===== src/rtl/expr_spawner_if.sv =====
// Bundles the spawner's control inputs and expression outputs.
// The spawner is the master; the game logic consuming expressions is the slave.
interface expr_spawner_if;
  logic        enable;
  logic [6:0]  score;
  logic [11:0] tmp_exp;
  logic [1:0]  line;
  logic        update;

  modport master (input enable, score, output tmp_exp, line, update);
  modport slave  (output enable, score, input tmp_exp, line, update);
endinterface


===== src/rtl/expr_spawner.sv =====
// Periodically spawns a random arithmetic expression {a, op, b} into one of three lanes.
// Optional score-driven speed-up is enabled by defining SPAWN_SPEEDUP_EN.
module expr_spawner #(
  parameter int          PERIOD_BASE = 64,
  parameter int          PERIOD_MIN  = 16,
  parameter logic [15:0] SEED        = 16'hACE1
) (
  input logic          delay_clk,
  input logic          rst,
  expr_spawner_if.master bus
);

  localparam int CW = $clog2(PERIOD_BASE + 1);

  logic [15:0]   lfsr;
  logic [CW-1:0] counter;
  logic [CW-1:0] period;
  logic [CW-1:0] next_period;
  logic [11:0]   exp_q;
  logic [1:0]    line_q;
  logic          update_q;

  logic [3:0] ra, rb, op, a, b;
  logic [1:0] lane;
  logic       feedback;

`ifdef SPAWN_SPEEDUP_EN
  // Shortening is done in 32-bit space so a large score clamps to the floor instead of wrapping.
  logic [31:0] speed_cut;
  always_comb begin
    speed_cut = {25'd0, bus.score[6:2], 2'b00};
    if (speed_cut + 32'(PERIOD_MIN) >= 32'(PERIOD_BASE))
      next_period = CW'(PERIOD_MIN);
    else
      next_period = CW'(32'(PERIOD_BASE) - speed_cut);
  end
`else
  assign next_period = CW'(PERIOD_BASE);
`endif

  assign feedback = lfsr[15] ^ lfsr[13] ^ lfsr[12] ^ lfsr[10];

  // Subtraction and division swap operands so results stay non-negative and divisors nonzero.
  always_comb begin
    ra = (lfsr[7:4] % 4'd9) + 4'd1;
    rb = (lfsr[11:8] % 4'd9) + 4'd1;
    op = 4'hA + {2'b00, lfsr[13:12]};
    a  = ra;
    b  = rb;
    if ((op == 4'hB || op == 4'hD) && ra < rb) begin
      a = rb;
      b = ra;
    end
    if (lfsr[15:14] == 2'd3)
      lane = (line_q == 2'd2) ? 2'd0 : line_q + 2'd1;
    else
      lane = lfsr[15:14];
  end

  always_ff @(posedge delay_clk or negedge rst) begin
    if (!rst) begin
      lfsr     <= SEED;
      counter  <= '0;
      period   <= CW'(PERIOD_BASE);
      exp_q    <= 12'h000;
      line_q   <= 2'd2;
      update_q <= 1'b0;
    end else begin
      lfsr     <= {lfsr[14:0], feedback};
      update_q <= 1'b0;
      if (bus.enable) begin
        if (counter == period - CW'(1)) begin
          counter  <= '0;
          period   <= next_period;
          exp_q    <= {a, op, b};
          line_q   <= lane;
          update_q <= 1'b1;
        end else begin
          counter <= counter + CW'(1);
        end
      end
    end
  end

  assign bus.tmp_exp = exp_q;
  assign bus.line    = line_q;
  assign bus.update  = update_q;

endmodule


===== src/flat_wrapper.sv =====
// flat-port wrapper written by rule: the top's interface ports become plain ports
module expr_spawner_flat 
#(
  parameter int          PERIOD_BASE = 64,
  parameter int          PERIOD_MIN  = 16,
  parameter logic [15:0] SEED        = 16'hACE1
)
  (delay_clk, rst, bus_enable, bus_score, bus_tmp_exp, bus_line, bus_update);
  expr_spawner_if bus_i ();
  input logic delay_clk;
  input logic rst;
  input wire logic [$bits(bus_i.enable)-1:0] bus_enable;
  input wire logic [$bits(bus_i.score)-1:0] bus_score;
  output wire logic [$bits(bus_i.tmp_exp)-1:0] bus_tmp_exp;
  output wire logic [$bits(bus_i.line)-1:0] bus_line;
  output wire logic [$bits(bus_i.update)-1:0] bus_update;
  assign bus_i.enable = bus_enable;
  assign bus_i.score = bus_score;
  assign bus_tmp_exp = bus_i.tmp_exp;
  assign bus_line = bus_i.line;
  assign bus_update = bus_i.update;
  expr_spawner #(.PERIOD_BASE(PERIOD_BASE), .PERIOD_MIN(PERIOD_MIN), .SEED(SEED)) u_core (.delay_clk(delay_clk), .rst(rst), .bus(bus_i));
endmodule

===== config.mk =====
export PLATFORM = sky130hd
export DESIGN_NAME = expr_spawner_flat
export DESIGN_NICKNAME = d
export VERILOG_FILES = /design/src/rtl/expr_spawner_if.sv /design/src/rtl/expr_spawner.sv /design/src/flat_wrapper.sv
export SDC_FILE = /design/constraint.sdc
export NUM_CORES = 1
export LEC_CHECK = 0
export BUFFER_PORTS_ARGS = -buffer_cell sky130_fd_sc_hd__buf_4
export CORE_MARGIN = 8
export CORE_UTILIZATION = 30
export DETAILED_ROUTE_END_ITERATION = 6
export SYNTH_ARGS = -nofsm -noshare
export SYNTH_HDL_FRONTEND = slang
export SYNTH_SLANG_ARGS = --single-unit

===== constraint.sdc =====
create_clock -name delay_clk -period 3.7 [get_ports delay_clk]
set_input_delay 0.555 -clock delay_clk [delete_from_list [all_inputs] [get_ports delay_clk]]
set_output_delay 0.555 -clock delay_clk [all_outputs]
set_load 0.005 [all_outputs]

==> flow_summary.yaml <==
status:
  outcome: "completed"
clock_network:
  hold_buffers: 0
  clock-sinks: 38
  post_cts_resized: 0
  postCtsSetupRepairBufs: 0
  path_clk_slew_ns: 0.08
  cts_tree: "built"
  cts_root_buffer: "clkbuf_8"
  cts.path.max_buffers: 2
  worst_skew_pair.late_latency_ns: 0.29
  h-tree-depth: 2
  cts_inserted_buffers: 5
sta:
  hold_viol: 0
  timing.fmax_ghz: 0.299
  tightest_slew_ns: 0.719
  fin_crit_sh_pct: 90.4
  fin_crit_ns: 3.35
  clock_skew_ns: 0.00740
  setup_viol: 0
  slew_violations: 0
  setup_slack_ns: 0.354
  rsz0062_at_grt: "no"
  slew_headroom_pct: 51.8
  tns_ns: 0
worst_setup_path:
  crit_arrival_ns: 3.56
  rrSetupSlack_ns: 0.35
  worst_setup_path_end_kind: "flop"
  cp-endpoint: "u_core.bus.tmp_exp[2]"
  critPathLaunch: "u_core.lfsr[5]"
  rr_worst_depth: 12
  startpoint_type: "flop"
  timing.rr.end: "u_core.bus.tmp_exp[2]"
  cp_max_fo: 8
  path_class: "reg -> reg"
  r2r-start: "u_core.lfsr[5]"
  critPathRequiredTime_ns: 3.92
cells_and_area:
  syn_to_final_growth_pct: 18.3
  final_area_um2: 2220
  nets: 205
  drive_gt1_share_pct: 28.9
  diodes: 0
  fin_cells: 264
placement:
  placed_area_um2: 2100
  dp.cells: 256
  gp_congestion: 0.720
  dp_hpwl_um: 2340
  place_ws_ns: 0.272
  port_buffers: 17
run:
  drv_cap: 0
logic_synthesis:
  synth_area_um2: 1880
  synthMuxAreaShare_pct: 8.61
  synth_flop_cell: "dfrtp_1"
  synth_top_family_by_area: "simple AND/OR/NAND/NOR gates"
  synth_adder_area_share_pct: 6.00
  synthTopCellsByArea: "dfrtp_1, dfstp_2, ha_1"
  ys_types: 44
  yosys.area.top_type: "dfrtp_1"
  syn_nets: 183
  yosys.area_share.simple_pct: 15.2
  netlist_instances: 164
  syn_area_per_cell_um2: 11.4
  synth_top_area_share_pct: 38.7
  synth_compound_area_share_pct: 10.7
  ys_async_sr_fraction_pct: 100
  yosysMostFrequentCell: "dfrtp_1"
  yosysSeqAreaShare_pct: 51.3
  ys_warn_count: 0
  ys_ff_latch: 38
  synth_xor_area_share_pct: 5.14
  yosys-top-cells-count: "dfrtp_1, a21oi_1, inv_1"
  synth-edff-count: 0
power_and_ir_drop:
  power_uw: 1030
  power.switching_uw: 254
  swShare_pct: 24.7
  powerDensity_nw_per_um2: 464
  p_seq_share_pct: 50.6
  ir_drop_uv: 355
  p_comb_share_pct: 13.8
  p_leak_uw: 0.00106
  p_clk_share_pct: 35.6
  p_int_uw: 776
grt:
  antenna_found_initial: 0
  track_usage_pct: 8.59
  grt_pass1_vias: 1289
  grt.met1_usage_pct: 10.1
  grt_max_degree: 39
  grt_most_used_layer: "met2"
  grt_overflow: 0
  grtUsageMet3_pct: 2.83
  grt_use_met2_pct: 13.2
  grt_pass1_wl_um: 6000
routing:
  wl_per_cell_um: 12.7
  antenna_left: 0
  first_pass_iters: 4
  wirelength_um: 3360
  vias: 1241
  drc: 0
  drt_iter0_markers: 45
  drt-vias-per-instance: 4.70
floorplan:
  std_cell_rows: 29
  core_um2: 6200
  dieArea_um2: 9040
  start_util_pct: 30.2
  dieHeight_um: 95.1
  io_pins: 25
  die_w_um: 95.1
min_path:
  min_path_type: "in -> async"
metrics by stage:
stage                     util, %  hold slack, ns
after global routing         35.8           0.247
after global placement       33.8           0.333
after floorplan                 -           0.259
after detailed placement     33.8           0.335
final                        35.8           0.217
after CTS                    35.7           0.218
registers in the layout, summed over array words and instances (netlist names):
register	count
u_core.bus.line	2
u_core.bus.tmp_exp	12
u_core.bus.update	1
u_core.counter	7
u_core.lfsr	16
layer usage:
metal / vias up / share of wire [%] / wire [µm]
li1: 611 / - / -
met1: 607 / 47 / 1590
met2: 15 / 46 / 1540
met3: 8 / 3.9 / 131
met4: 0 / 2.8 / 95
met5: - / 0 / 0
area by class of cell:
cell class	instances	area [µm²]
repair buffers	18	135
clock buffers	7	86.3
inverters	12	45.0
flip-flops and latches	38	962
well taps	77	96.3
multi-input cells	111	865
clock inverters	1	30.0
fillers	623	3990
cells by family (layout without fill, tap and decap cells):
kind of cell | after synthesis | in the layout
simple gates | 45 | 45
compound gates | 31 | 31
mux | 15 | 15
xor+xnor | 11 | 11
buf+inv | 15 | 38
fa+ha+maj | 9 | 9
flops | 38 | 38
power groups by stage:
stage,Sequential (µW),Combinational (µW),Clock [µW]
floorplan,524,80.3,0
global placement,529,142,0
detailed placement,530,147,0
CTS,523,147,381
global route,532,166,394
finish,522,143,367
how the worst min path moves through the flow:
stage              startpoint                    end  slack, ns  cells past startpoint
2_1_floorplan             rst     u_core.bus.line[0]       0.26                      0
3_3_place_gp   u_core.lfsr[3]         u_core.lfsr[4]       0.33                      0
3_5_place_dp   u_core.lfsr[2]         u_core.lfsr[3]       0.33                      0
4_1_cts                   rst  u_core.bus.tmp_exp[0]       0.22                      1
5_1_grt                   rst  u_core.bus.tmp_exp[0]       0.25                      1
6_report                  rst  u_core.bus.tmp_exp[0]       0.22                      1
critical path: stages (launching register included):
cell and delay, ns:
dfstp_2 0.56, inv_1 0.07, ha_1 0.22, or3b_4 0.40, a211oi_1 0.31, o21bai_1 0.15, xnor2_2 0.24, inv_1 0.07
ha_1 0.31, nand3_1 0.12, o21ai_4 0.30, mux2_2 0.38, a21oi_1 0.14
placed cells by master, fill, tap and decap left out, types with 2 or more instances in the layout:
| cell | Yosys | routed |
|---|---|---|
| mux2i_1 | 6 | 6 |
| or2_2 | 2 | 2 |
| nand4_1 | 2 | 2 |
| dfstp_2 | 9 | 9 |
| dfrtp_1 | 29 | 29 |
| ha_1 | 9 | 9 |
| buf_4 | 0 | 18 |
| nor3b_1 | 2 | 2 |
| nand2_1 | 7 | 7 |
| and3b_1 | 2 | 2 |
| or2b_1 | 3 | 3 |
| mux2_2 | 7 | 7 |
| nand3_1 | 5 | 5 |
| mux2_1 | 2 | 2 |
| xor2_1 | 3 | 3 |
| clkbuf_8 | 0 | 6 |
| o21ai_0 | 8 | 8 |
| a21oi_1 | 12 | 12 |
| inv_1 | 12 | 12 |
| nor2_1 | 9 | 9 |
| xnor2_1 | 8 | 7 |
(Power assumes the default switching activity.)
